**src/rtl/slice_sum_acc_pkg.sv**
```systemverilog
// Shared definitions for the slice-sum accumulator: FSM state encoding,
// fixed widths and the clamping adder used by the saturating build.
package pyxhdl_acc;

  typedef enum logic {
    ACCUM = 1'b0,
    HOLD  = 1'b1
  } acc_state_e;

  // Width of the signed sample delivered by the upstream slice stage.
  localparam int DIN_W = 4;
  // Sample counter width; covers NSAMPLES up to 255.
  localparam int CNT_W = 8;

  // Signed add of acc and din, clamped to the signed range of 'width' bits.
  function automatic logic signed [31:0] sat_add(input logic signed [31:0] acc,
                                                 input logic signed [31:0] din,
                                                 input int width);
    logic signed [31:0] s;
    logic signed [31:0] hi;
    logic signed [31:0] lo;
    s  = acc + din;
    hi = (32'sd1 <<< (width - 1)) - 32'sd1;
    lo = -(32'sd1 <<< (width - 1));
    if (s > hi) return hi;
    if (s < lo) return lo;
    return s;
  endfunction

endpackage

```
**src/rtl/slice_sum_acc_sat.sv**
```systemverilog
// Combinational next-sum stage: adds one sign-extended sample to the
// accumulator and flags leaving the signed SUM_WIDTH range.
// Build option SLICE_SUM_ACC_SAT_EN: clamp to the signed limits instead of
// wrapping modulo 2^SUM_WIDTH. The overflow flag is the same in both builds.
module slice_sum_sat
  import pyxhdl_acc::*;
#(
  parameter int SUM_WIDTH = 8
) (
  input  logic signed [SUM_WIDTH-1:0] acc_i,
  input  logic signed [DIN_W-1:0]     din_i,
  output logic signed [SUM_WIDTH-1:0] sum_o,
  output logic                        ovf_o
);

  // One guard bit is enough: |acc| + |din| never exceeds SUM_WIDTH+1 bits.
  logic signed [SUM_WIDTH:0] sum_ext;

  assign sum_ext = {acc_i[SUM_WIDTH-1], acc_i}
                 + {{(SUM_WIDTH + 1 - DIN_W){din_i[DIN_W-1]}}, din_i};

  // Out of range exactly when the guard bit disagrees with the sign bit.
  assign ovf_o = sum_ext[SUM_WIDTH] ^ sum_ext[SUM_WIDTH-1];

`ifdef SLICE_SUM_ACC_SAT_EN
  assign sum_o = SUM_WIDTH'(sat_add(32'(acc_i), 32'(din_i), SUM_WIDTH));
`else
  assign sum_o = sum_ext[SUM_WIDTH-1:0];
`endif

endmodule

```
**src/rtl/slice_sum_acc.sv**
```systemverilog
// Frame accumulator: sums NSAMPLES signed 4-bit samples, presents the result
// with a valid/ready handshake and holds it until taken downstream.
// Build option SLICE_SUM_ACC_SAT_EN selects saturating instead of wrapping sums.
module slice_sum_acc
  import pyxhdl_acc::*;
#(
  parameter int NSAMPLES  = 4,
  parameter int SUM_WIDTH = 8
) (
  input  logic                        CLK,
  input  logic                        RST_N,
  input  logic                        CLR,
  input  logic signed [DIN_W-1:0]     DIN,
  input  logic                        DIN_VALID,
  output logic                        DIN_READY,
  output logic signed [SUM_WIDTH-1:0] SUM,
  output logic                        SUM_VALID,
  input  logic                        SUM_READY,
  output logic                        OVF
);

  localparam logic [CNT_W-1:0] LAST_CNT = CNT_W'(NSAMPLES - 1);

  acc_state_e                  state_q;
  logic [CNT_W-1:0]            cnt_q;
  logic signed [SUM_WIDTH-1:0] acc_q;
  logic signed [SUM_WIDTH-1:0] sum_q;
  logic                        sum_valid_q;
  logic                        ovf_q;

  logic signed [SUM_WIDTH-1:0] acc_d;
  logic                        step_ovf;
  logic                        accept;

  // Ready is decoded from state alone so no input reaches it combinationally.
  assign DIN_READY = (state_q == ACCUM);
  assign accept    = DIN_VALID & DIN_READY;

  slice_sum_sat #(
    .SUM_WIDTH(SUM_WIDTH)
  ) u_sat (
    .acc_i(acc_q),
    .din_i(DIN),
    .sum_o(acc_d),
    .ovf_o(step_ovf)
  );

  // Frame FSM with registered result, valid and sticky overflow; CLR wins over everything.
  always_ff @(posedge CLK or negedge RST_N) begin
    if (!RST_N) begin
      state_q     <= ACCUM;
      cnt_q       <= '0;
      acc_q       <= '0;
      sum_q       <= '0;
      sum_valid_q <= 1'b0;
      ovf_q       <= 1'b0;
    end else if (CLR) begin
      state_q     <= ACCUM;
      cnt_q       <= '0;
      acc_q       <= '0;
      sum_valid_q <= 1'b0;
      ovf_q       <= 1'b0;
    end else begin
      case (state_q)
        ACCUM: begin
          if (accept) begin
            acc_q <= acc_d;
            ovf_q <= ovf_q | step_ovf;
            if (cnt_q == LAST_CNT) begin
              sum_q       <= acc_d;
              sum_valid_q <= 1'b1;
              cnt_q       <= '0;
              state_q     <= HOLD;
            end else begin
              cnt_q <= cnt_q + CNT_W'(1);
            end
          end
        end
        HOLD: begin
          if (SUM_READY) begin
            state_q     <= ACCUM;
            sum_valid_q <= 1'b0;
            acc_q       <= '0;
            ovf_q       <= 1'b0;
          end
        end
        default: state_q <= ACCUM;
      endcase
    end
  end

  assign SUM       = sum_q;
  assign SUM_VALID = sum_valid_q;
  assign OVF       = ovf_q;

endmodule

```
**config.mk**
```make
export PLATFORM = sky130hd
export DESIGN_NAME = slice_sum_acc
export DESIGN_NICKNAME = d
export VERILOG_FILES = /design/src/rtl/slice_sum_acc_pkg.sv /design/src/rtl/slice_sum_acc_sat.sv /design/src/rtl/slice_sum_acc.sv
export SDC_FILE = /design/constraint.sdc
export NUM_CORES = 1
export LEC_CHECK = 0
export CAP_MARGIN = 0
export CORE_MARGIN = 8
export CORE_UTILIZATION = 45
export DETAILED_ROUTE_END_ITERATION = 12
export PLACE_DENSITY = 0.78
export SYNTH_ARGS = -nofsm -noshare
export SYNTH_HDL_FRONTEND = slang
export SYNTH_SLANG_ARGS = --single-unit
```
**constraint.sdc**
```tcl
create_clock -name CLK -period 2.9 [get_ports CLK]
set_clock_uncertainty 0.1 [all_clocks]
set_input_delay 0.58 -clock CLK [delete_from_list [all_inputs] [get_ports CLK]]
set_output_delay 0.58 -clock CLK [all_outputs]
set_load 0.005 [all_outputs]
```
==> results_dict.tcl <==
set metrics [dict create \
    run_status "complete, no violations" \
    syn-num-nets 160 \
    crit_path_end_kind "flop" \
    avgSynthCellArea_sq_um 10.50 \
    die-area_sq_mm 0.005380 \
    cts.path.max_buffers 2 \
    dp_slack_ps 36.91 \
    p_total_uw 861.9 \
    path_max_fanout 5 \
    rsz0062_at_grt "no" \
    setup_slack_ps 341.0 \
    seqPwrFrac 0.514 \
    cp_cell_sequence "clkdlybuf4s50_1, ha_1, and3_1, nor3b_1, nor2_1, a2111oi_0, a221o_1" \
    p_comb_frac 0.298 \
    htree_num_levels 1 \
    clk_root_buffer_cell "clkbuf_4" \
    finalCritPeriodShare 0.8824 \
    grt_max_degree 28 \
    grt_usage 0.1215 \
    die_w_um 73.35 \
    yosys_most_used_dff "dfrtp_1" \
    switchingPower_uw 251.3 \
    initial_utilization 0.4543 \
    timing.rr.start "acc_q[0]$_DFFE_PN0P_" \
    crit_slowest_cell "clkdlybuf4s50_1" \
    post-dp-hpwl_um 2342 \
    grt_pass1_wl_um 5175 \
    period_minus_slack_ps 2559 \
    die_h_um 73.35 \
    startpoint_type "primary input" \
    port_buffers 19 \
    fmax_mhz 390.8 \
    finalSetupViolCount 0 \
    critPathBufInv 1 \
    maxSlewViolCount 0 \
    internal_power_uw 610.6 \
    diodes 0 \
    p_leak_nw 0.8069 \
    layout-drive-gt1-share 0.09146 \
    num_io_pins 20 \
    gp_congestion 0.9437 \
    syn_inst 141 \
    synth_cell_types 33 \
    fin_setup_tns_ps 0 \
    final_nets 184 \
    async_flop_share 1.000 \
    critPathArrivalTime_ps 2730 \
    drv_cap 0 \
    grt_overflow 0 \
    clkSinkCount 27 \
    first_iter_violations 92 \
    vias_per_cell 5.276 \
    vdd_ir_drop_max_mv 0.2259 \
    place_area_sq_mm 0.001735 \
    syn-cell-area_sq_mm 0.001480 \
    core_sq_mm 0.003258 \
    relSlewSlack 0.7063 \
    cpPeakStageDelay_ps 520 \
    post_cts_buffers 0 \
    area_growth_syn_to_layout_pct 19.02 \
    tightest_slew_ps 429.5 \
    ys_seq_area_frac 0.4565 \
    cpLargestDelayFamily "compound AO/OA/AOI/OAI gates" \
    clk_pin_slew_ps 140 \
    drt_pre_antenna_iters 4 \
    p_per_area_mw_per_mm2 489.3 \
    postLayoutCellArea_sq_mm 0.001762 \
    drt-total-wl_um 3048 \
    cts_resized 0 \
    via_count 1108 \
    clkPwrFrac 0.188 \
    wl_per_cell_um 14.51 \
    post-route-drc-count 0 \
    hp-class "flop to flop" \
    cp.required_ps 3070 \
    rows 21 \
    hold_start "SUM[5]$_DFFE_PN0P_" \
    grt_pass1_vias 1117 \
    cts_tree "built" \
    cts_hold_buf 0 \
    cts_buffers 3 \
    swShare 0.2916 \
    ys_ff_latch 27 \
    antenna_found_initial 0 \
    finalHoldViolCount 0 \
    drtAntennaViolNets 0 \
    clk_latency_ps 320 \
    critPathLaunch "DIN[3]" \
    yosysWarnings 0 \
    critPathKind "primary input to flop" \
    synth_edf_count 0 \
]
## worst min-delay path, delay by kind of cell, from the launching register on
kind	cells	cell delay, ps
DFF	1	370
and+or+nand+nor	1	50
AOI/OAI and AO/OA	1	60
## Yosys cell counts, types with 2 or more instances
cell type   n  share of area
dfrtp_1    27           0.46
nor2_1     15          0.038
nand2_1    13          0.033
a21oi_1    10          0.034
ha_1        9          0.076
xor2_1      7          0.041
a22o_1      5          0.030
o21ai_0     5          0.017
xnor2_1     5          0.030
inv_1       4          0.010
mux2_4      4          0.041
nand2b_1    4          0.017
a21o_1      3          0.015
and2_1      3          0.013
clkbuf_1    3         0.0076
o21ai_1     3          0.010
a221o_1     2          0.014
nor2b_1     2         0.0085
nor3_1      2         0.0068
o2111ai_1   2          0.012
## cells by family (layout without fill, tap and decap cells)
family / Yosys count / after routing / share of synthesized area
buffers and inverters: 8 / 31 / 0.02536
multiplexers: 5 / 5 / 0.04818
adder cells (fa/ha/maj): 10 / 10 / 0.08960
flip-flops: 27 / 27 / 0.4565
AO/OA/AOI/OAI: 35 / 35 / 0.1564
XOR/XNOR: 12 / 12 / 0.07101
AND/OR/NAND/NOR: 44 / 44 / 0.1530
## state kept, by name, summed over array words and instances (netlist names)
name	flops
OVF	1
SUM	8
acc_q	8
SUM_VALID	1
cnt_q	8
state_q	1
## cell type report
cell class | instances | area (sq um)
Multi-Input combinational cell | 106 | 767.0
Inverter | 4 | 15.01
Clock buffer | 4 | 26.28
Timing Repair Buffer | 23 | 220.2
Tap cell | 46 | 57.56
Fill cell | 308 | 1496
Sequential cell | 27 | 675.6
## metal layers
layer	global-route usage	routed length (um)	vias to the layer above
li1	-	-	542
met1	0.1461	1394	546
met2	0.2066	1491	18
met3	0.03274	152	2
met4	0.03326	10	0
met5	0	0	-
## power by group through the flow
| stage | Combinational, mW | Sequential [mW] | Clock [mW] |
|---|---|---|---|
| floorplan | 0.151 | 0.447 | 0 |
| global placement | 0.250 | 0.449 | 0 |
| detailed placement | 0.259 | 0.450 | 0 |
| CTS | 0.260 | 0.444 | 0.169 |
| global route | 0.286 | 0.449 | 0.177 |
| finish | 0.257 | 0.443 | 0.162 |
## through the flow
stage	cells	util	hold slack [ps]
after global placement	206	0.5326	370.7
after detailed placement	206	0.5326	378.6
after global routing	210	0.5407	433.8
after CTS	210	0.5407	417.1
final	210	0.5407	406.4
after floorplan	141	-	184.4
## worst paths after layout
path | endpoint | slack, ps | depth (start not counted)
max | OVF$_DFFE_PN0P_ | 340 | 7
min | SUM[5]$_DFFE_PN0P_ | 410 | 2
max reg2reg | OVF$_DFFE_PN0P_ | 670 | 8
min reg2reg | SUM[5]$_DFFE_PN0P_ | 410 | 2
max in group asynchronous | acc_q[5]$_DFFE_PN0P_ | 1930 | 2
min in group asynchronous | OVF$_DFFE_PN0P_ | 520 | 2
## cell usage in the layout (no fill, tap or decap), types with 2 or more instances in the layout
cell / instances
mux2_4: 4
a21o_1: 3
inv_1: 4
nor2_1: 15
xnor2_1: 5
clkdlybuf4s50_1: 19
a21oi_1: 10
buf_4: 4
ha_1: 9
o21ai_1: 3
dfrtp_1: 27
nand2b_1: 4
and2_1: 3
nor2b_1: 2
o2111ai_1: 2
o21ai_0: 5
nand2_1: 13
a22o_1: 5
nor3_1: 2
clkbuf_4: 3
a221o_1: 2
xor2_1: 7
No activity file was read; power rests on OpenSTA's default activity.
